`config.mk`:
```
export PLATFORM = sky130hd
export DESIGN_NAME = clock_control_logic_div_mc_flat
export DESIGN_NICKNAME = d
export VERILOG_FILES = /design/src/rtl/clock_div_pkg.sv /design/src/rtl/clock_control_logic_div_mc_if.sv /design/src/rtl/clock_sync_bit.sv /design/src/rtl/clock_control_logic_div_mc.sv /design/src/flat_wrapper.sv
export SDC_FILE = /design/constraint.sdc
export NUM_CORES = 1
export LEC_CHECK = 0
export CELL_PAD_IN_SITES_DETAIL_PLACEMENT = 1
export CELL_PAD_IN_SITES_GLOBAL_PLACEMENT = 1
export CORE_ASPECT_RATIO = 0.8
export CORE_MARGIN = 3
export CORE_UTILIZATION = 30
export CTS_CLUSTER_SIZE = 16
export DETAILED_ROUTE_END_ITERATION = 8
export PLACE_DENSITY_LB_ADDON = 0.1
export SYNTH_ARGS = -nofsm -noshare
export SYNTH_HDL_FRONTEND = slang
export SYNTH_SLANG_ARGS = --single-unit
```
`constraint.sdc`:
```
create_clock -name clock -period 1.9 [get_ports clock]
set_clock_uncertainty 0.15 [all_clocks]
set_input_delay 0.19 -clock clock [delete_from_list [all_inputs] [get_ports clock]]
set_output_delay 0.19 -clock clock [all_outputs]
set_load 0.005 [all_outputs]
```
`src/rtl/clock_div_pkg.sv`:
```
// Shared types and constants for the divider clock-slice control logic.
// State encoding plus the divide-by-1 ratio used out of reset.
package clock_div_pkg;

    typedef enum logic [2:0] {
        ST_OFF,
        ST_PREQ,
        ST_ENA,
        ST_RUN,
        ST_UPD_H,
        ST_UPD_L,
        ST_DIS,
        ST_PREL
    } state_t;

    localparam int MF_W_DEF = 8;

    localparam int RST_MFI = 1;
    localparam int RST_MFN = 0;
    localparam int RST_MFD = 1;

endpackage

```
`src/rtl/clock_control_logic_div_mc_if.sv`:
```
// Ratio programming handshake and divider macro link.
// master = control logic, slave = config source / hard macro side.
interface clock_control_logic_div_mc_if
    import clock_div_pkg::*;
#(
    parameter int MF_W = MF_W_DEF
) ();

    logic            cfg_valid;
    logic            cfg_ready;
    logic [MF_W-1:0] cfg_mfi;
    logic [MF_W-1:0] cfg_mfn;
    logic [MF_W-1:0] cfg_mfd;
    logic [MF_W-1:0] mfi;
    logic [MF_W-1:0] mfn;
    logic [MF_W-1:0] mfd;
    logic            async_update;
    logic            async_update_ack;
    logic            async_enable;
    logic            async_enable_ack;

    modport master (
        input  cfg_valid, cfg_mfi, cfg_mfn, cfg_mfd,
        input  async_update_ack, async_enable_ack,
        output cfg_ready, mfi, mfn, mfd,
        output async_update, async_enable
    );

    modport slave (
        output cfg_valid, cfg_mfi, cfg_mfn, cfg_mfd,
        output async_update_ack, async_enable_ack,
        input  cfg_ready, mfi, mfn, mfd,
        input  async_update, async_enable
    );

endinterface

```
`src/rtl/clock_sync_bit.sv`:
```
// Multi-flop synchroniser for one asynchronous acknowledge bit.
// Clears to 0 on reset so the FSM never sees a stale ack.
module clock_sync_bit #(
    parameter int STAGES = 2
) (
    input  logic clk,
    input  logic rst_n,
    input  logic d,
    output logic q
);

    logic [STAGES-1:0] sync_q;

    // shift the async input through the flop chain
    always_ff @(posedge clk or negedge rst_n) begin
        if (!rst_n) sync_q <= '0;
        else        sync_q <= {sync_q[STAGES-2:0], d};
    end

    assign q = sync_q[STAGES-1];

endmodule

```
`src/rtl/clock_control_logic_div_mc.sv`:
```
// Divider clock-slice control: parent/child handshake fan-out,
// glitch-free ratio reprogramming and ack watchdog.
module clock_control_logic_div_mc
    import clock_div_pkg::*;
#(
    parameter int NUM_CHILD   = 4,
    parameter int MF_W        = MF_W_DEF,
    parameter int ACK_TIMEOUT = 1023,
    parameter int SYNC_STAGES = 2
) (
    input  logic                 clock,
    input  logic                 async_resetn,
    output logic                 parent_request,
    input  logic                 parent_ready,
    input  logic                 parent_silent,
    input  logic                 parent_starting,
    input  logic                 parent_stopping,
    input  logic [NUM_CHILD-1:0] child_request,
    output logic [NUM_CHILD-1:0] child_ready,
    output logic [NUM_CHILD-1:0] child_silent,
    output logic [NUM_CHILD-1:0] child_starting,
    output logic [NUM_CHILD-1:0] child_stopping,
    clock_control_logic_div_mc_if.master bus,
    output logic                 err_timeout
);

    localparam int WD_W = $clog2(ACK_TIMEOUT + 1);
    localparam logic [WD_W-1:0] WD_LAST = WD_W'(ACK_TIMEOUT - 1);

    state_t          state;
    state_t          state_nx;
    logic [WD_W-1:0] wd_cnt;
    logic            en_ack_s;
    logic            upd_ack_s;
    logic            demand;
    logic            accept;
    logic            cfg_pending;
    logic            cfg_rdy_q;
    logic            wd_timed;
    logic            wd_fire;
    logic            go_upd;
    logic            pend_keep;
    logic            unused_status;

    clock_sync_bit #(.STAGES(SYNC_STAGES)) u_sync_en (
        .clk   (clock),
        .rst_n (async_resetn),
        .d     (bus.async_enable_ack),
        .q     (en_ack_s)
    );

    clock_sync_bit #(.STAGES(SYNC_STAGES)) u_sync_upd (
        .clk   (clock),
        .rst_n (async_resetn),
        .d     (bus.async_update_ack),
        .q     (upd_ack_s)
    );

    assign demand        = |child_request;
    assign unused_status = parent_silent ^ parent_starting;
    assign accept        = bus.cfg_valid & cfg_rdy_q;
    assign wd_timed      = state inside {ST_ENA, ST_UPD_H, ST_UPD_L, ST_DIS};
    assign pend_keep     = state inside {ST_ENA, ST_RUN, ST_DIS};

    // next-state decode; watchdog overrides a stalled ack wait
    always_comb begin
        state_nx = state;
        go_upd   = 1'b0;
        wd_fire  = 1'b0;
        unique case (state)
            ST_OFF:   if (demand) state_nx = ST_PREQ;
            ST_PREQ: begin
                if (parent_ready) state_nx = ST_ENA;
                else if (!demand) state_nx = ST_OFF;
            end
            ST_ENA:   if (en_ack_s) state_nx = ST_RUN;
            ST_RUN: begin
                if (cfg_pending) begin
                    state_nx = ST_UPD_H;
                    go_upd   = 1'b1;
                end else if (!demand || parent_stopping || !parent_ready) begin
                    state_nx = ST_DIS;
                end
            end
            ST_UPD_H: if (upd_ack_s) state_nx = ST_UPD_L;
            ST_UPD_L: if (!upd_ack_s) state_nx = ST_RUN;
            ST_DIS:   if (!en_ack_s) state_nx = ST_PREL;
            ST_PREL:  if (!parent_ready) state_nx = ST_OFF;
            default:  state_nx = ST_OFF;
        endcase
        if (wd_timed && state_nx == state && wd_cnt == WD_LAST) begin
            wd_fire  = 1'b1;
            state_nx = ST_PREL;
        end
    end

    // state, watchdog counter, sticky error and cfg_ready register
    always_ff @(posedge clock or negedge async_resetn) begin
        if (!async_resetn) begin
            state       <= ST_OFF;
            wd_cnt      <= '0;
            err_timeout <= 1'b0;
            cfg_rdy_q   <= 1'b0;
        end else begin
            state     <= state_nx;
            cfg_rdy_q <= !(state_nx inside {ST_UPD_H, ST_UPD_L});
            if (state_nx != state) wd_cnt <= '0;
            else if (wd_timed)     wd_cnt <= wd_cnt + 1'b1;
            if (wd_fire) err_timeout <= 1'b1;
        end
    end

    // ratio registers; a pending update is only kept while enabled
    always_ff @(posedge clock or negedge async_resetn) begin
        if (!async_resetn) begin
            bus.mfi     <= MF_W'(RST_MFI);
            bus.mfn     <= MF_W'(RST_MFN);
            bus.mfd     <= MF_W'(RST_MFD);
            cfg_pending <= 1'b0;
        end else begin
            if (accept) begin
                bus.mfi <= bus.cfg_mfi;
                bus.mfn <= bus.cfg_mfn;
                bus.mfd <= (bus.cfg_mfd == '0) ? MF_W'(1) : bus.cfg_mfd;
            end
            if (go_upd || !pend_keep) cfg_pending <= 1'b0;
            else if (accept)          cfg_pending <= 1'b1;
        end
    end

    assign bus.cfg_ready    = cfg_rdy_q;
    assign bus.async_update = (state == ST_UPD_H);
    assign bus.async_enable = state inside {ST_ENA, ST_RUN, ST_UPD_H, ST_UPD_L};
    assign parent_request   = !(state inside {ST_OFF, ST_PREL});

    assign child_ready    = {NUM_CHILD{state inside {ST_RUN, ST_UPD_H, ST_UPD_L}}};
    assign child_silent   = {NUM_CHILD{state == ST_OFF}};
    assign child_starting = {NUM_CHILD{state inside {ST_PREQ, ST_ENA}}};
    assign child_stopping = {NUM_CHILD{state inside {ST_DIS, ST_PREL}}};

endmodule

```
`src/flat_wrapper.sv`:
```
// flat-port wrapper written by rule: the top's interface ports become plain ports
module clock_control_logic_div_mc_flat import clock_div_pkg::*;
#(
    parameter int NUM_CHILD   = 4,
    parameter int MF_W        = MF_W_DEF,
    parameter int ACK_TIMEOUT = 1023,
    parameter int SYNC_STAGES = 2
)
  (clock, async_resetn, parent_request, parent_ready, parent_silent, parent_starting, parent_stopping, child_request, child_ready, child_silent, child_starting, child_stopping, err_timeout, bus_cfg_valid, bus_cfg_mfi, bus_cfg_mfn, bus_cfg_mfd, bus_async_update_ack, bus_async_enable_ack, bus_cfg_ready, bus_mfi, bus_mfn, bus_mfd, bus_async_update, bus_async_enable);
  clock_control_logic_div_mc_if #(.MF_W(MF_W)) bus_i ();
  input  logic clock;
  input  logic async_resetn;
  output logic parent_request;
  input  logic parent_ready;
  input  logic parent_silent;
  input  logic parent_starting;
  input  logic parent_stopping;
  input  logic [NUM_CHILD-1:0] child_request;
  output logic [NUM_CHILD-1:0] child_ready;
  output logic [NUM_CHILD-1:0] child_silent;
  output logic [NUM_CHILD-1:0] child_starting;
  output logic [NUM_CHILD-1:0] child_stopping;
  output logic err_timeout;
  input wire logic [$bits(bus_i.cfg_valid)-1:0] bus_cfg_valid;
  input wire logic [$bits(bus_i.cfg_mfi)-1:0] bus_cfg_mfi;
  input wire logic [$bits(bus_i.cfg_mfn)-1:0] bus_cfg_mfn;
  input wire logic [$bits(bus_i.cfg_mfd)-1:0] bus_cfg_mfd;
  input wire logic [$bits(bus_i.async_update_ack)-1:0] bus_async_update_ack;
  input wire logic [$bits(bus_i.async_enable_ack)-1:0] bus_async_enable_ack;
  output wire logic [$bits(bus_i.cfg_ready)-1:0] bus_cfg_ready;
  output wire logic [$bits(bus_i.mfi)-1:0] bus_mfi;
  output wire logic [$bits(bus_i.mfn)-1:0] bus_mfn;
  output wire logic [$bits(bus_i.mfd)-1:0] bus_mfd;
  output wire logic [$bits(bus_i.async_update)-1:0] bus_async_update;
  output wire logic [$bits(bus_i.async_enable)-1:0] bus_async_enable;
  assign bus_i.cfg_valid = bus_cfg_valid;
  assign bus_i.cfg_mfi = bus_cfg_mfi;
  assign bus_i.cfg_mfn = bus_cfg_mfn;
  assign bus_i.cfg_mfd = bus_cfg_mfd;
  assign bus_i.async_update_ack = bus_async_update_ack;
  assign bus_i.async_enable_ack = bus_async_enable_ack;
  assign bus_cfg_ready = bus_i.cfg_ready;
  assign bus_mfi = bus_i.mfi;
  assign bus_mfn = bus_i.mfn;
  assign bus_mfd = bus_i.mfd;
  assign bus_async_update = bus_i.async_update;
  assign bus_async_enable = bus_i.async_enable;
  clock_control_logic_div_mc #(.NUM_CHILD(NUM_CHILD), .MF_W(MF_W), .ACK_TIMEOUT(ACK_TIMEOUT), .SYNC_STAGES(SYNC_STAGES)) u_core (.clock(clock), .async_resetn(async_resetn), .parent_request(parent_request), .parent_ready(parent_ready), .parent_silent(parent_silent), .parent_starting(parent_starting), .parent_stopping(parent_stopping), .child_request(child_request), .child_ready(child_ready), .child_silent(child_silent), .child_starting(child_starting), .child_stopping(child_stopping), .bus(bus_i), .err_timeout(err_timeout));
endmodule
```
; Yosys cells after proc, flatten, opt, wreduce, memory -nomap -nowiden
; Cells that the tools add are included.
[word_totals]
ff_bits = 44
output_inout_bits = 45
input_bits = 37
[op_classes]
bitwise_logic = 1
reduce_logical = 23
addsub = 1
eq_ne = 12
n_mux = 20
[op_table]
columns = cell, n
row1 = 2-to-1 mux 3 bit, 11
row2 = case mux 3 bit (8 select lines), 1
row3 = 2-to-1 mux 10 bit, 2
row4 = equality test 3 bit (second input constant), 6
row5 = nonzero test 2 bit, 6
row6 = adder 10 x 1 -> 10 bit (second input constant), 1
row7 = equality test 10 bit (second input constant), 1
row8 = zero test 8 bit, 1
row9 = 2-to-1 mux 8 bit, 1
row10 = nonzero test 4 bit, 2
row11 = equality test 3 x 2 -> 1 bit (second input constant), 2
row12 = nonzero test 3 bit, 2
row13 = zero test 1 bit, 5
row14 = 2-to-1 mux 1 bit, 5
row15 = OR reduction 4 bit, 1
row16 = equality test 3 x 1 -> 1 bit (second input constant), 1
row17 = equality test 3 bit, 1
row18 = zero test 3 bit, 1
row19 = logical OR 1 bit, 3
row20 = inequality test 3 bit, 1
row21 = logical AND 1 bit, 2
row22 = AND 1 bit, 1

; Longest topological paths before layout
[logic_depth]
word_depth = 14
mapped_depth = 7

; By module
; Synthesis repeated with hierarchy kept, for this count alone.
[unflattened]
hier_cells = 194
area_unflattened_um2 = 2187.1
[modules_own_cells]
columns = mod, n_inst, seq_area_each_um2, cells_each, area_per_inst_um2
row1 = clock_control_logic_div_mc, 1, 1003.5, 190, 2087.0
row2 = clock_sync_bit, 2, 50.0, 2, 50.0

; Least setup slack after synthesis
; OpenSTA, ideal clock, no wires.
[synth_timing]
kind = register to register
from = register u_core.state[2]
to = register u_core.wd_cnt[1]
n_path_buf = 1
arrival_ns = 1.664
setup_ns = 0.087
slack_ns = -0.001
synth_period_minus_slack_ns = 1.901
t_required_ns = 1.663
stages_incl_launch_ff = 7
cell_sequence = dfrtp_1 -> nor2b_1 -> a22o_1 -> or3_1 -> a211o_1 -> buf_6 -> a211oi_2
[synth_via]
elab_chain_cells = 9
elab_cells_between_ends = 27
cone_classes = eq/ne (9) / mux (13) / reduce/logical (5)
[synth_lines]
columns = element, line
row1 = from (decl), clock_control_logic_div_mc.sv:30  ; state_t state;
row2 = from (signal assigned), clock_control_logic_div_mc.sv:105  ; state <= state_nx;
row3 = "2-to-1 mux 3 bit, on equally long branches", "clock_control_logic_div_mc.sv:81, clock_control_logic_div_mc.sv:74"
row4 = "2-to-1 mux 3 bit, on equally long branches", "clock_control_logic_div_mc.sv:78, clock_control_logic_div_mc.sv:73"
row5 = case mux 3 bit (8 select lines), clock_control_logic_div_mc.sv:70  ; unique case (state)
row6 = equality test 3 bit, clock_control_logic_div_mc.sv:91  ; if (wd_timed && state_nx == state && wd_cnt == WD_LAST) begin
row7 = logical AND 1 bit (2 in a row), clock_control_logic_div_mc.sv:91
row8 = 2-to-1 mux 3 bit, clock_control_logic_div_mc.sv:91
row9 = inequality test 3 bit, clock_control_logic_div_mc.sv:107  ; if (state_nx != state) wd_cnt <= '0;
row10 = 2-to-1 mux 10 bit / nonzero test 2 bit (equally long branches), n/a
row11 = to (signal assigned), clock_control_logic_div_mc.sv:108  ; else if (wd_timed) wd_cnt <= wd_cnt + 1'b1;
row12 = to (decl), clock_control_logic_div_mc.sv:32  ; logic [WD_W-1:0] wd_cnt;
; Parallel ways exist; a longest one is shown, timed or not.
; A chain may end at the register's enable or synchronous reset.

; Worst setup path after layout
[layout_timing]
from = register u_core.state[2]
to = register u_core.wd_cnt[9]
; Same word-level chain as after synthesis.

==> run summary <==
Mapped Cells: 193
post-synth top area share: 48.8%
die footprint: 8250 um^2
initial core utilization: 32.3%
Worst Slack Setup Final: -0.199 ns
IO Pins: 82
crit path kind: flop to flop
fin util: 52.1%
Post-synth top cells: dfrtp_1, mux2_2, nand2_1
Psw: 1.64 mW
Critical Path RT: 1.97 ns
Post-Place Setup Slack: -0.316 ns
Pint: 3.32 mW
WL per Instance: 15.3 um
min-delay worst type: primary input to flop
CP max stage delay: 0.41 ns
GPL Wtd Cong: 0.756
FF+latch count, synth: 44
final WL: 5.87 mm
Cell variety after synth: 40
Std-Cell Rows: 26
Tot Pwr: 4.96 mW
dominant cell type by area after synthesis: dfrtp_1
Switching Fraction: 33.1%
Max Clk Rate: 476 MHz
actual slew at the worst max-slew pin: 0.558 ns
period utilization: 110%
IO buf count: 79
ys async rst share: 100%
Pwr Density: 1430 nW/um^2
drt drc: 0
initial antenna violation count: 0
Final nets: 339
Reg2Reg Depth: 7
clk buf depth: 2
hold path cells: 1
storage element area: 1100 um^2
largest net degree at the start of global routing: 45
Mapped Area: 2160 um^2
clock slew at reported path FFs: 0.09 ns
Clock Power Share: 14.5%
layout cell share with drive strength beyond 1: 34.6%
time the worst path needs with I/O delays and setup: 2.10 ns
synth top area cells: dfrtp_1, mux2_2, buf_4, xor2_1, nand2_1
Worst Setup Start Kind: flop
synthesized area per cell: 11.2 um^2
dpl hpwl: 4.32 mm
CTS Sinks: 44
first-pass GRT wire length: 9.40 mm
clock latency on the worst-skew pair: 0.29 ns
Worst EP arrival: 2.17 ns
yosys synthesis warning count: 0
IR drop worst, VDD: 0.578 mV
initial detailed-routing violation count: 15
post-route ant nets: 0
Slew HR: 62.8%
unrepaired setup endpoints after global routing: true
Overflow after GRT: 0
Syn Nets: 232
total core area: 6670 um^2
die width: 101 um
EDFF count, synth: 0
final-layout fill cell count: 708
CTS tree: done
Seq/Total Area, Yosys: 51.2%
Vias/cell: 4.64
count leader, synth: dfrtp_1
crit-path cells: buf_6, xor2_1, a22o_1, or3_4, a211o_4, buf_12, nor2_2
Pre-antenna DRT Iters: 4
Hold Fails Final Rpt: 0
antenna cells: 0
clock root buffer: clkbuf_8
status: complete, but fails checks
Max Cap Viol: 0
H-tree depth: 2
Max FO, Critical Path: 5
Comb pwr share: 59.0%
Die H: 81.8 um
failing checks: setup timing
number of global-route vias before repair: 1932
Worst setup EP type: flop
area grow syn2layout: 61.2%
Pleak: 1.49 nW
fin. max-slew vios: 0
number of CTS-inserted buffers: 5
Worst path slowest cell: dfrtp_1
GRT Total Usage: 14.6%
endpoints failing setup: 17
area of the multi-input gates: 993 um^2
total number of vias: 1788
commonest register cell after synthesis: dfrtp_1
sequential fraction of design power: 26.5%
==> through the flow <==
stage,TNS (ns),hold slack [ns],instance area [um^2],std cells
5_1_grt,-3.82,0.170,3480,385
3_5_place_dp,-3.88,0.160,3130,362
6_report,-2.26,0.191,3480,385
2_1_floorplan,0,-0.256,2160,193
4_1_cts,-2.14,0.186,3410,383
3_3_place_gp,-3.14,0.161,3130,362
==> layout by cell type (no fill, tap or decap), types with 3 or more instances in the layout <==
| cell | instances |
|---|---|
| clkdlybuf4s50_1 | 62 |
| dfrtp_1 | 41 |
| buf_4 | 29 |
| mux2_2 | 23 |
| nand2_1 | 17 |
| xor2_1 | 9 |
| nand2b_1 | 7 |
| nor2_1 | 7 |
| buf_6 | 7 |
| a21oi_1 | 6 |
| nor2_2 | 5 |
| clkbuf_8 | 5 |
| nand3_1 | 4 |
| o21ai_0 | 4 |
| clkdlybuf4s15_1 | 4 |
| clkbuf_2 | 4 |
| nand4_1 | 3 |
| inv_1 | 3 |
| buf_2 | 3 |
| dlygate4sd2_1 | 3 |
==> area by class of cell <==
type / instances / area share [%]
Tap cell: 84 / 3.02
Clock inverter: 3 / 1.33
Sequential cell: 44 / 31.8
Inverter: 3 / 0.324
Multi-Input combinational cell: 126 / 28.6
Timing Repair Buffer: 120 / 33.0
Clock buffer: 5 / 1.98
==> final timing paths <==
path	startpoint	end	slack, ns
worst max-delay path	u_core.state[2]	u_core.wd_cnt[9]	-0.20
worst min-delay path	bus_async_update_ack	u_core.u_sync_upd.sync_q[0]	0.19
worst max register to register	u_core.state[2]	u_core.wd_cnt[9]	-0.20
worst min register to register	u_core.u_sync_en.sync_q[0]	u_core.u_sync_en.sync_q[1]	0.21
max in group asynchronous	async_resetn	u_core.state[1]	0.83
min in group asynchronous	async_resetn	u_core.bus.mfd[4]	0.35
==> flip-flops by register name, indices dropped and copies added, names as in the netlist <==
name / flops
u_core.bus.mfn: 8
u_core.bus.mfi: 8
u_core.bus.mfd: 8
u_core.state: 3
u_core.err_timeout: 1
u_core.bus.cfg_ready: 1
u_core.u_sync_en.sync_q: 2
u_core.cfg_pending: 1
u_core.u_sync_upd.sync_q: 2
u_core.wd_cnt: 10
==> power by group through the flow <==
stage                     Clock [mW]  Sequential (mW)  Combinational (mW)
final                          0.720             1.31                2.92
after global routing           0.799             1.35                3.17
after CTS                      0.755             1.32                2.80
after global placement             0             1.32                2.40
after detailed placement           0             1.33                2.41
after floorplan                    0             1.33                1.18
==> cells by family (layout without fill, tap and decap cells) <==
logic type	Yosys count	in the layout	synth area share [%]
mux	24	24	12.5
simple gates	63	63	15.6
flops	44	44	51.2
fa+ha+maj	2	2	1.16
compound gates	26	26	7.95
buf+inv	23	131	7.14
xor+xnor	11	11	4.47
==> routing by layer <==
metal | track usage (%) | vias up | wire [um]
met2 | 23.3 | 31 | 2900
li1 | - | 875 | -
met4 | 2.56 | 0 | 42
met3 | 5.26 | 4 | 303
met1 | 19.5 | 878 | 2630
met5 | 0 | - | 0
==> worst max-delay path: cells and delay by family, from the launching register on <==
| kind | cells | cell delay (ns) |
|---|---|---|
| simple gates | 2 | 0.47 |
| buf+inv | 2 | 0.28 |
| compound gates | 2 | 0.58 |
| xor+xnor | 1 | 0.14 |
| flops | 1 | 0.41 |
==> what timing repair did <==
| item | 4_1_cts | 5_1_grt |
|---|---|---|
| setup buffers | 11 | 2 |
| gates resized for setup | 47 | 28 |
| endpoints found under the setup margin | 29 | 25 |
| hold buffers | 1 | 0 |
| pin swaps | 1 | 7 |
| gates cloned | 1 | 0 |
| hold endpoints to repair | 42 | 0 |
(Power assumes the default switching activity.)
